File: src/rtl/mem_bus_arbiter.sv
// Memory port arbiter: shares one registered memory request between
// instruction fetch (ibus) and the LSU (dbus), LSU first with fetch anti-starvation.
module mem_bus_arbiter #(
  parameter int AW           = 32,
  parameter int DW           = 32,
  parameter int STARVE_LIMIT = 4
) (
  input  logic            clk,
  input  logic            rst,
  input  logic            ibus_req,
  input  logic [AW-1:0]   ibus_addr,
  output logic            ibus_ready,
  output logic            ibus_rvalid,
  output logic [DW-1:0]   ibus_rdata,
  input  logic            dbus_req,
  input  logic            dbus_we,
  input  logic [AW-1:0]   dbus_addr,
  input  logic [DW-1:0]   dbus_wdata,
  input  logic [DW/8-1:0] dbus_wstrb,
  output logic            dbus_ready,
  output logic            dbus_rvalid,
  output logic [DW-1:0]   dbus_rdata,
  output logic            mem_req,
  output logic            mem_we,
  output logic [AW-1:0]   mem_addr,
  output logic [DW-1:0]   mem_wdata,
  output logic [DW/8-1:0] mem_wstrb,
  input  logic            mem_ready,
  input  logic            mem_rvalid,
  input  logic [DW-1:0]   mem_rdata
);

  localparam logic [1:0] IDLE = 2'd0;
  localparam logic [1:0] REQ  = 2'd1;
  localparam logic [1:0] RESP = 2'd2;
  localparam logic [3:0] LIMIT = 4'(STARVE_LIMIT);

  logic [1:0] state;
  logic       own_i;
  logic       own_d;
  logic [3:0] starve_cnt;
  logic       grant_i;
  logic       grant_d;
  logic       in_resp;

  // fetch wins only when alone or when the LSU has had its quota
  assign grant_i = ibus_req & (~dbus_req | (starve_cnt == LIMIT));
  assign grant_d = dbus_req & ~grant_i;
  assign in_resp = (state == RESP);

  always_ff @(posedge clk or negedge rst) begin
    if (!rst) begin
      state      <= IDLE;
      own_i      <= 1'b0;
      own_d      <= 1'b0;
      starve_cnt <= '0;
      mem_req    <= 1'b0;
      mem_we     <= 1'b0;
      mem_addr   <= '0;
      mem_wdata  <= '0;
      mem_wstrb  <= '0;
    end else begin
      unique case (state)
        IDLE: begin
          if (grant_i | grant_d) begin
            state   <= REQ;
            mem_req <= 1'b1;
            own_i   <= grant_i;
            own_d   <= grant_d;
          end
          unique case (1'b1)
            grant_i: begin
              mem_we     <= 1'b0;
              mem_addr   <= ibus_addr;
              mem_wdata  <= '0;
              mem_wstrb  <= '0;
              starve_cnt <= '0;
            end
            grant_d: begin
              mem_we    <= dbus_we;
              mem_addr  <= dbus_addr;
              mem_wdata <= dbus_wdata;
              mem_wstrb <= dbus_wstrb;
              if (!ibus_req)
                starve_cnt <= '0;
              else if (starve_cnt < LIMIT)
                starve_cnt <= starve_cnt + 4'd1;
            end
            default: ;
          endcase
        end
        REQ: begin
          if (mem_ready) begin
            mem_req <= 1'b0;
            state   <= mem_we ? IDLE : RESP;
          end
        end
        RESP: begin
          if (mem_rvalid)
            state <= IDLE;
        end
        default: state <= IDLE;
      endcase
    end
  end

  assign ibus_ready  = mem_req & mem_ready & own_i;
  assign dbus_ready  = mem_req & mem_ready & own_d;
  assign ibus_rvalid = mem_rvalid & in_resp & own_i;
  assign dbus_rvalid = mem_rvalid & in_resp & own_d;
  assign ibus_rdata  = mem_rdata;
  assign dbus_rdata  = mem_rdata;

endmodule
File: config.mk
export PLATFORM = sky130hd
export DESIGN_NAME = mem_bus_arbiter
export DESIGN_NICKNAME = d
export VERILOG_FILES = /design/src/rtl/mem_bus_arbiter.sv
export SDC_FILE = /design/constraint.sdc
export NUM_CORES = 1
export LEC_CHECK = 0
export ABC_AREA = 1
export CAP_MARGIN = 10
export CORE_MARGIN = 10
export CORE_UTILIZATION = 40
export DETAILED_ROUTE_END_ITERATION = 12
export PLACE_DENSITY = 0.93
export RECOVER_POWER = 100
export SLEW_MARGIN = 20
export SYNTH_ARGS = -nofsm -noshare
export SYNTH_HDL_FRONTEND = slang
export SYNTH_SLANG_ARGS = --single-unit
File: constraint.sdc
create_clock -name clk -period 2.9 [get_ports clk]
set_input_delay 0.58 -clock clk [delete_from_list [all_inputs] [get_ports clk]]
set_output_delay 0.58 -clock clk [all_outputs]
set_load 0.01 [all_outputs]
==> results <==
## report_power, final
group / switching (mW) / internal (mW) / leakage [nW]
clock: 0.407 / 0.426 / 0.103
combinational: 1.28 / 1.12 / 2.05
sequential: 0.279 / 1.61 / 0.982
total: 1.97 / 3.16 / 3.13
## final timing paths
path / startpoint / slack [ns] / endpoint
worst min register to register: mem_addr[1] / 0.48 / mem_addr[1]
worst max register to register: starve_cnt[0] / 1.06 / mem_wdata[7]
worst min-delay path: mem_addr[1] / 0.48 / mem_addr[1]
min in group asynchronous: rst / 0.72 / mem_wdata[7]
worst max-delay path: mem_ready / 0.39 / ibus_ready
max in group asynchronous: rst / 1.01 / mem_addr[4]
## state kept, by name (all words and copies together), names as in the netlist
signal	cells
own_i	1
mem_wstrb	4
mem_we	1
own_d	1
starve_cnt	4
mem_req	1
mem_wdata	32
state	2
mem_addr	32
## worst reg2reg max path, stage by stage (launching register included)
cell	delay (ns)
dfrtp_1	0.38
inv_1	0.07
ha_1	0.19
nand3_1	0.16
o21ai_4	0.09
nor2_4	0.63
nand2_1	0.16
nand2_1	0.11
## layout make-up
class	instances	area, um^2
fillers	935	4520
inverters	80	300
multi-input cells	311	1320
clock inverters	6	68.8
clock buffers	10	138
well taps	136	170
repair buffers	188	1850
flip-flops and latches	78	1950
## logic make-up after synthesis
group	count (synthesis)
and+or+nand+nor	301
DFF	78
AOI/OAI and AO/OA	8
adders and majority gates	2
buffers and inverters	169
## placed cells by master (no fill, tap or decap), drive strengths merged
cell type and n:
nand2 218, clkdlybuf4s50 104, inv 81, dfrtp 78, dlygate4sd3 75, nand3 70, clkbuf 13, nor2 8
o21ai 7, buf 6, clkinv 3, nor3 2, nand4 2, ha 2, nand3b 1, a21oi 1
clkinvlp 1, bufinv 1
## per-layer routing
metal	share of wire, %	routed length (um)	global-route usage [%]
met1	38	4630	17.6
met2	50	6080	26.3
met3	9.8	1180	5.97
met4	1.4	166	5.08
met5	0	0	0
## stage by stage
| stage | instance area, um^2 | cells | power (mW) | worst slack (ns) | hold WS [ns] |
|---|---|---|---|---|---|
| after global routing | 5800 | 809 | 5.54 | 0.372 | 0.500 |
| after detailed placement | 5610 | 793 | 4.58 | 0.470 | 0.464 |
| after global placement | 5610 | 793 | 4.48 | 0.482 | 0.460 |
| after floorplan | 4240 | 558 | 3.22 | 1.39 | 0.284 |
| after CTS | 5820 | 809 | 5.44 | 0.462 | 0.407 |
| final | 5800 | 809 | 5.12 | 0.386 | 0.475 |
==> run metrics <==
setup repair after global routing missed its margin no; CTS Buf Count 9; number of vias per cell after detailed routing 4.59; maximum vdd drop 0.000418 V; areal power density over the cells 883 nW/um^2; largest net degree at the start of global routing 79; Crit path buffers/inverters 3; I/O Pins 277; die outline area 15100 um^2; synthesized area divided by synthesized cell count 7.60 um^2; GPL Wtd Cong 0.785; TritonCTS Sinks 78; commonest cells in the synthesized netlist nand2_1 (218), dfrtp_1 (78), inv_1 (77); max capacitance violation total 1; number of synthesized register bits 78; largest stage delay on the critical path 0.64 ns; biggest fanout along the worst timing path 3; Clock Skew 0.0128 ns; Async S/R FF share, synth 100%; worst-path cell with the longest stage delay dlygate4sd3_1; Synth Area in XOR/XNOR 0%; delay-heaviest family, CP buffers and inverters; clock tree from TritonCTS done; Hold Violations, Final 0; DRC marker count from the first detailed-route iteration 235; Net Count, Synth 699; global-route wire length before repair 18.7 mm; Area growth, synth to finish 36.8%; fraction of the mapped netlist area in compound gates 1.21%; Antenna Cells 0; total iterations of the first detailed-routing run 4; final critical path time including I/O delays and setup 2.51 ns; run status finished, violations left; area share of the largest cell type after synthesis 46.0%; count of yosys warnings during synthesis 0; Chip Width 123 um; crit path launch type input port; chip height 123 um; grt ovf 0; count of buffers inserted at the top-level ports 180; largest cells by area after synthesis dfrtp_1 (46%), nand2_1 (19%), buf_4 (13%), nand3_1 (8.3%), inv_1 (6.8%); adder-cell share of the synthesized area 0.590%; CP Cell Sequence clkdlybuf4s50_1 -> inv_1 -> nor3_1 -> dlygate4sd3_1; initial core utilization 41.1%; worst setup path class input port to output pin; initial antenna violation count 0; post_cts resized 0; cell with the most instances after synthesis nand2_1; number of enable flip-flop cells after synthesis 0; via total after detailed routing 3712; total standard cell area after synthesis 4240 um^2; required time reported for the critical path endpoint 2.32 ns; Main synth FF type dfrtp_1; arrival time at the worst endpoint 1.93 ns; Slew Limit Fails 79; Final Cycle Share 86.7%; sequential element share of the synthesized area 46.0%; share of cell area taken by muxes after synthesis 0%; leakage dissipation 3.13 nW; overall global routing resource usage 15.5%; number of setup violations in the final report 0; number of buffers on the longest clock path 2; Syn Inst Count 558; Skew-Pair Late Insertion Delay 0.34 ns; number of nets in the layout 809; Worst Hold Path Cells 2; Crit. path cell count 4; basic-gate share of the synthesized area counting and, or, nand and nor cells 29.5%; Hold-fix buffers, CTS 0; Netlist cell types 19; HPWL Detailed 9.22 mm; combinational family with the most area after synthesis simple AND/OR/NAND/NOR gates; vias in the first global route 3701; cell at the root of the clock tree clkbuf_8; DRC violations left 0; core utilization of the finished layout 56.2%; slew margin rel. -26.5%; TNS Setup 0 ns; achievable clock frequency 0.398 GHz; number of antenna-violating nets in the routed design 0; biggest area consumer among synthesized cells dfrtp_1; htree depth 3; violated checks capacitance limit, slew limit; fraction of layout instances using a drive strength above 1 4.46%; Post-CTS Repair Setup Buffers 0; overall routed net length 12.0 mm; type of destination of the critical path output pin; FP Rows 37; placeable core region 10300 um^2; register clock-pin slew on the reported worst setup and hold paths 0.07 ns; average wire per standard cell 14.9 um; worst min-delay path class flop to flop; Worst-Margin Slew 1.90 ns; number of cell instances on the worst register-to-register path 7
Note: power is estimated with default switching activity, not from simulation.
